===== src/rtl/aibcr3_rambit_pkg.sv =====
// Shared types and helpers for the rambit serial configuration loader.
package aibcr3_rambit_pkg;

  typedef enum logic [2:0] {
    ST_IDLE,
    ST_SHIFT,
    ST_PARITY,
    ST_CHECK,
    ST_COMMIT
  } state_t;

  localparam logic PARITY_EVEN = 1'b0;

  function automatic int clog2(input int value);
    int w;
    w = 0;
    while ((1 << w) < value) w++;
    return (w < 1) ? 1 : w;
  endfunction

endpackage


===== src/rtl/aibcr3_rambit_shreg.sv =====
// Shadow register for the loader: one bit written per accepted serial transfer.
module aibcr3_rambit_shreg
  import aibcr3_rambit_pkg::*;
#(
  parameter int NBITS = 16,
  parameter int IW    = clog2(NBITS + 1)
) (
  input  logic             clk,
  input  logic             rst,
  input  logic             i_clr,
  input  logic             i_we,
  input  logic [IW-1:0]    i_idx,
  input  logic             i_d,
  output logic [NBITS-1:0] o_q
);

  logic [NBITS-1:0] r_q;

  always_ff @(posedge clk or posedge rst) begin
    if (rst) begin
      r_q <= '0;
    end else if (i_clr) begin
      r_q <= '0;
    end else if (i_we) begin
      for (int k = 0; k < NBITS; k++) begin
        if (i_idx == IW'(k)) r_q[k] <= i_d;
      end
    end
  end

  assign o_q = r_q;

endmodule


===== src/rtl/aibcr3_rambit_loader.sv =====
// Serial config loader: assembles a frame, checks even parity, commits atomically to rambit_q.
module aibcr3_rambit_loader
  import aibcr3_rambit_pkg::*;
#(
  parameter int               NBITS     = 16,
  parameter logic [NBITS-1:0] RESET_VAL = '0
) (
  input  logic             clk,
  input  logic             rst,
  input  logic             cfg_start,
  input  logic             cfg_abort,
  input  logic             cfg_sdata,
  input  logic             cfg_svalid,
  output logic             cfg_sready,
  output logic             busy,
  output logic             cfg_done,
  output logic             cfg_err,
  output logic [NBITS-1:0] rambit_q
);

  localparam int CNT_W = clog2(NBITS + 1);

  state_t           r_state;
  logic [CNT_W-1:0] r_cnt;
  logic             r_par;
  logic             r_sready;
  logic             r_busy;
  logic             r_done;
  logic             r_err;
  logic [NBITS-1:0] r_rambit;

  logic             w_xfer;
  logic             w_clr;
  logic             w_we;
  logic             w_good;
  logic [NBITS-1:0] w_shadow;

  assign w_xfer = cfg_svalid & r_sready;
  assign w_clr  = (r_state == ST_IDLE) & cfg_start & ~cfg_abort;
  // Abort discards a bit arriving in the same cycle.
  assign w_we   = (r_state == ST_SHIFT) & w_xfer & ~cfg_abort;
  assign w_good = ((^w_shadow) ^ r_par) == PARITY_EVEN;

  aibcr3_rambit_shreg #(
    .NBITS (NBITS),
    .IW    (CNT_W)
  ) u_shreg (
    .clk   (clk),
    .rst   (rst),
    .i_clr (w_clr),
    .i_we  (w_we),
    .i_idx (r_cnt),
    .i_d   (cfg_sdata),
    .o_q   (w_shadow)
  );

  // Outputs are registered against the next state, so they track r_state exactly.
  always_ff @(posedge clk or posedge rst) begin
    if (rst) begin
      r_state  <= ST_IDLE;
      r_cnt    <= '0;
      r_par    <= 1'b0;
      r_sready <= 1'b0;
      r_busy   <= 1'b0;
      r_done   <= 1'b0;
      r_err    <= 1'b0;
      r_rambit <= RESET_VAL;
    end else begin
      r_done <= 1'b0;
      case (r_state)
        ST_IDLE: begin
          if (cfg_start && !cfg_abort) begin
            r_state  <= ST_SHIFT;
            r_cnt    <= '0;
            r_err    <= 1'b0;
            r_sready <= 1'b1;
            r_busy   <= 1'b1;
          end
        end
        ST_SHIFT: begin
          if (cfg_abort) begin
            r_state  <= ST_IDLE;
            r_sready <= 1'b0;
            r_busy   <= 1'b0;
          end else if (w_xfer) begin
            r_cnt <= r_cnt + 1'b1;
            if (r_cnt == CNT_W'(NBITS - 1)) r_state <= ST_PARITY;
          end
        end
        ST_PARITY: begin
          if (cfg_abort) begin
            r_state  <= ST_IDLE;
            r_sready <= 1'b0;
            r_busy   <= 1'b0;
          end else if (w_xfer) begin
            r_par    <= cfg_sdata;
            r_state  <= ST_CHECK;
            r_sready <= 1'b0;
          end
        end
        ST_CHECK: begin
          if (cfg_abort) begin
            r_state <= ST_IDLE;
            r_busy  <= 1'b0;
          end else if (w_good) begin
            r_state  <= ST_COMMIT;
            r_rambit <= w_shadow;
            r_done   <= 1'b1;
          end else begin
            r_state <= ST_IDLE;
            r_err   <= 1'b1;
            r_busy  <= 1'b0;
          end
        end
        ST_COMMIT: begin
          r_state <= ST_IDLE;
          r_busy  <= 1'b0;
        end
        default: begin
          r_state  <= ST_IDLE;
          r_sready <= 1'b0;
          r_busy   <= 1'b0;
        end
      endcase
    end
  end

  assign cfg_sready = r_sready;
  assign busy       = r_busy;
  assign cfg_done   = r_done;
  assign cfg_err    = r_err;
  assign rambit_q   = r_rambit;

endmodule


===== config.mk =====
export PLATFORM = sky130hd
export DESIGN_NAME = aibcr3_rambit_loader
export DESIGN_NICKNAME = d
export VERILOG_FILES = /design/src/rtl/aibcr3_rambit_pkg.sv /design/src/rtl/aibcr3_rambit_shreg.sv /design/src/rtl/aibcr3_rambit_loader.sv
export SDC_FILE = /design/constraint.sdc
export NUM_CORES = 1
export LEC_CHECK = 0
export CAP_MARGIN = 5
export CORE_UTILIZATION = 55
export DETAILED_ROUTE_END_ITERATION = 7
export PLACE_DENSITY = 0.76
export SKIP_CTS_REPAIR_TIMING = 1
export SYNTH_ARGS = -nofsm -noshare
export SYNTH_HDL_FRONTEND = slang
export SYNTH_SLANG_ARGS = --single-unit

===== constraint.sdc =====
create_clock -name clk -period 3 [get_ports clk]
set_clock_uncertainty 0.1 [all_clocks]
set_input_delay 0.6 -clock clk [delete_from_list [all_inputs] [get_ports clk]]
set_output_delay 0.6 -clock clk [all_outputs]
set_load 0.005 [all_outputs]

==> flow_summary.ini <==
[routing]
routed_wl_um = 4154
drt-wirelength-per-cell_um = 15.16
viasPerCell = 5.551
drt_iter0_markers = 77
ant_nets = 0
firstDrtPassIters = 4
vias = 1521
drc_errors = 0

[global_routing]
antenna_found_initial = 0
grt.overflow.total = 0
grt_start_max_net_pins = 46
gr-usage-all-layers = 0.2226
grt_pass1_vias = 1508
grt_pass1_wl_um = 7100

[timing]
max_slew_margin = 0.5839
fmax_mhz = 384.9
tns_ns = 0
setup_viol = 0
hold_viol = 0
drv_slew = 0
fin_crit_ns = 2.598
fin_crit_sh = 0.8660
tightest_slew_ns = 0.6223
rsz0062_at_grt = false

[pwr]
power_frac_seq = 0.574
power.share.combinational = 0.096
clockPowerShare = 0.330
p_per_area_nw_per_um2 = 426.4
fin_total_pwr_mw = 1.109
switching_share = 0.2358
ir_drop_v = 0.0003354
p_int_mw = 0.8473
leakage_nw = 1.331
p_sw_mw = 0.2614

[floorplan]
io_pins = 26
row_count = 22
fp.dieH_um = 65.65
core_area_um2 = 3771
fp.dieW_um = 65.65
design.die.area_um2 = 4310
start_util = 0.5909

[clock_network]
numCtsBuffers = 5
cts_tree = built
htree_num_levels = 2
cts.sinks = 45
clk_pin_slew_ns = 0.08
clock_path_buffers = 2
clk_latency_ns = 0.29
cts_root_buf = clkbuf_8

[setup_path]
path_class = reg2reg
startpoint_type = flop
required_ns = 3.08
worstPathArrival_ns = 2.68
endpoint_kind = flop
crit_path_max_fanout = 12

[final_layout]
drive_gt1_frac = 0.1283
mostFrequentLayoutCell = dfrtp_1
insertedDiodeCount = 0
final_cells = 274
area_delta_synth_final_pct = 16.68
final_cell_mix = 45 x dfrtp_1, 25 x nor2_1, 25 x clkdlybuf4s50_1
final_area_um2 = 2600
fin_nets = 237

[synth]
syn_area_per_cell_um2 = 11.09
syn-instance-count = 201
ys_warn_count = 0
yosysUniqueCellTypes = 30
synth-edff-count = 0
ys.flop_type = dfrtp_1
syn_area_um2 = 2228
synthArstFlopShare = 1.000
ys_ff_latch = 45
synth_fp_nets = 212
yosysSeqAreaShare = 0.5053

[place]
placed_area_um2 = 2514
hpwl_um = 2980
io_buffers = 25
dp.cells = 267
gp_routability_congestion = 0.8913

[worst_hold_path]
min_path_type = reg2reg

[outcome]
status = finished clean

[job]
cap_viol_max_count = 0
[critical path, stage by stage, from the launching register on]
cell     delay [ns]
dfrtp_1        0.41
xor2_1         0.18
xnor3_1        0.45
xnor2_1        0.19
xnor2_1        0.16
or2_1          0.33
buf_4          0.30
mux2_2         0.36
[cell families after synthesis]
logic type / share of synthesized area
AOI/OAI and AO/OA: 0.03875
xor gates and xnor gates: 0.07299
adders and majority gates: 0.02807
buffers and inverters: 0.04604
DFF: 0.5053
muxes: 0.1696
and+or+nand+nor: 0.1393
[path summary, 6_finish.rpt]
path	startpoint	to	slack, ns	cells after the start
min in group asynchronous	rst	cfg_sready$_DFFE_PP0P_	0.65	3
setup / recovery	u_shreg.o_q[0]$_DFFE_PP0P_	rambit_q[8]$_DFFE_PP0P_	0.40	7
hold / removal	rambit_q[10]$_DFFE_PP0P_	rambit_q[10]$_DFFE_PP0P_	0.41	1
hold reg to reg	rambit_q[10]$_DFFE_PP0P_	rambit_q[10]$_DFFE_PP0P_	0.41	1
max in group asynchronous	rst	rambit_q[10]$_DFFE_PP0P_	1.77	3
setup reg to reg	u_shreg.o_q[0]$_DFFE_PP0P_	rambit_q[8]$_DFFE_PP0P_	0.40	7
[power groups by stage]
| stage | registers [mW] | logic, mW | clock network, mW |
|---|---|---|---|
| 2_1_floorplan | 0.641 | 0.0740 | 0 |
| 3_3_place_gp | 0.646 | 0.102 | 0 |
| 3_5_place_dp | 0.648 | 0.106 | 0 |
| 4_1_cts | 0.636 | 0.107 | 0.375 |
| 5_1_grt | 0.638 | 0.120 | 0.397 |
| 6_report | 0.636 | 0.106 | 0.366 |
[cell type report]
cell class	count	area, um^2
Sequential cell	45	1126
Multi-Input combinational cell	135	1006
Clock buffer	7	86.33
Timing Repair Buffer	30	287.8
Fill cell	271	1171
Inverter	9	33.78
Tap cell	48	60.06
[flip-flops by register name, summed over array words and instances (netlist names)]
| signal | cells |
|---|---|
| cfg_done | 1 |
| r_cnt | 5 |
| rambit_q | 16 |
| u_shreg.o_q | 16 |
| busy | 1 |
| cfg_sready | 1 |
| cfg_err | 1 |
| r_par | 1 |
| r_state | 3 |
[synthesized netlist by cell type (all sizes together) (2+ instances only)]
library cell  number  area, um^2
nor2b              2       12.51
nand3             14       70.07
a21oi              6       30.03
nand2              6       22.52
inv                9       33.78
buf                2       31.28
nor3               4       20.02
o21ai              8       40.04
dfrtp             45        1126
xor2               3       26.28
nor2              25       93.84
ha                 5       62.56
mux2i             16       160.2
nand4              5       31.28
clkbuf            10       37.54
xnor2             13       113.9
mux2              17       217.7
[metal layers]
layer / track usage / part of all wire
met5: 0 / 0
met1: 0.2987 / 0.47
met3: 0.04688 / 0.038
met2: 0.3610 / 0.48
met4: 0.06522 / 0.017
[per-stage QoR]
stage | utilization | hold WS (ns) | worst slack [ns]
finish | 0.6894 | 0.4097 | 0.4019
global route | 0.6894 | 0.4259 | 0.2375
detailed placement | 0.6666 | 0.3965 | 0.3059
global placement | 0.6666 | 0.3900 | 0.3929
CTS | 0.6894 | 0.4138 | 0.3533
floorplan | - | 0.3720 | 0.6469
Note: power is estimated with default switching activity, not from simulation.
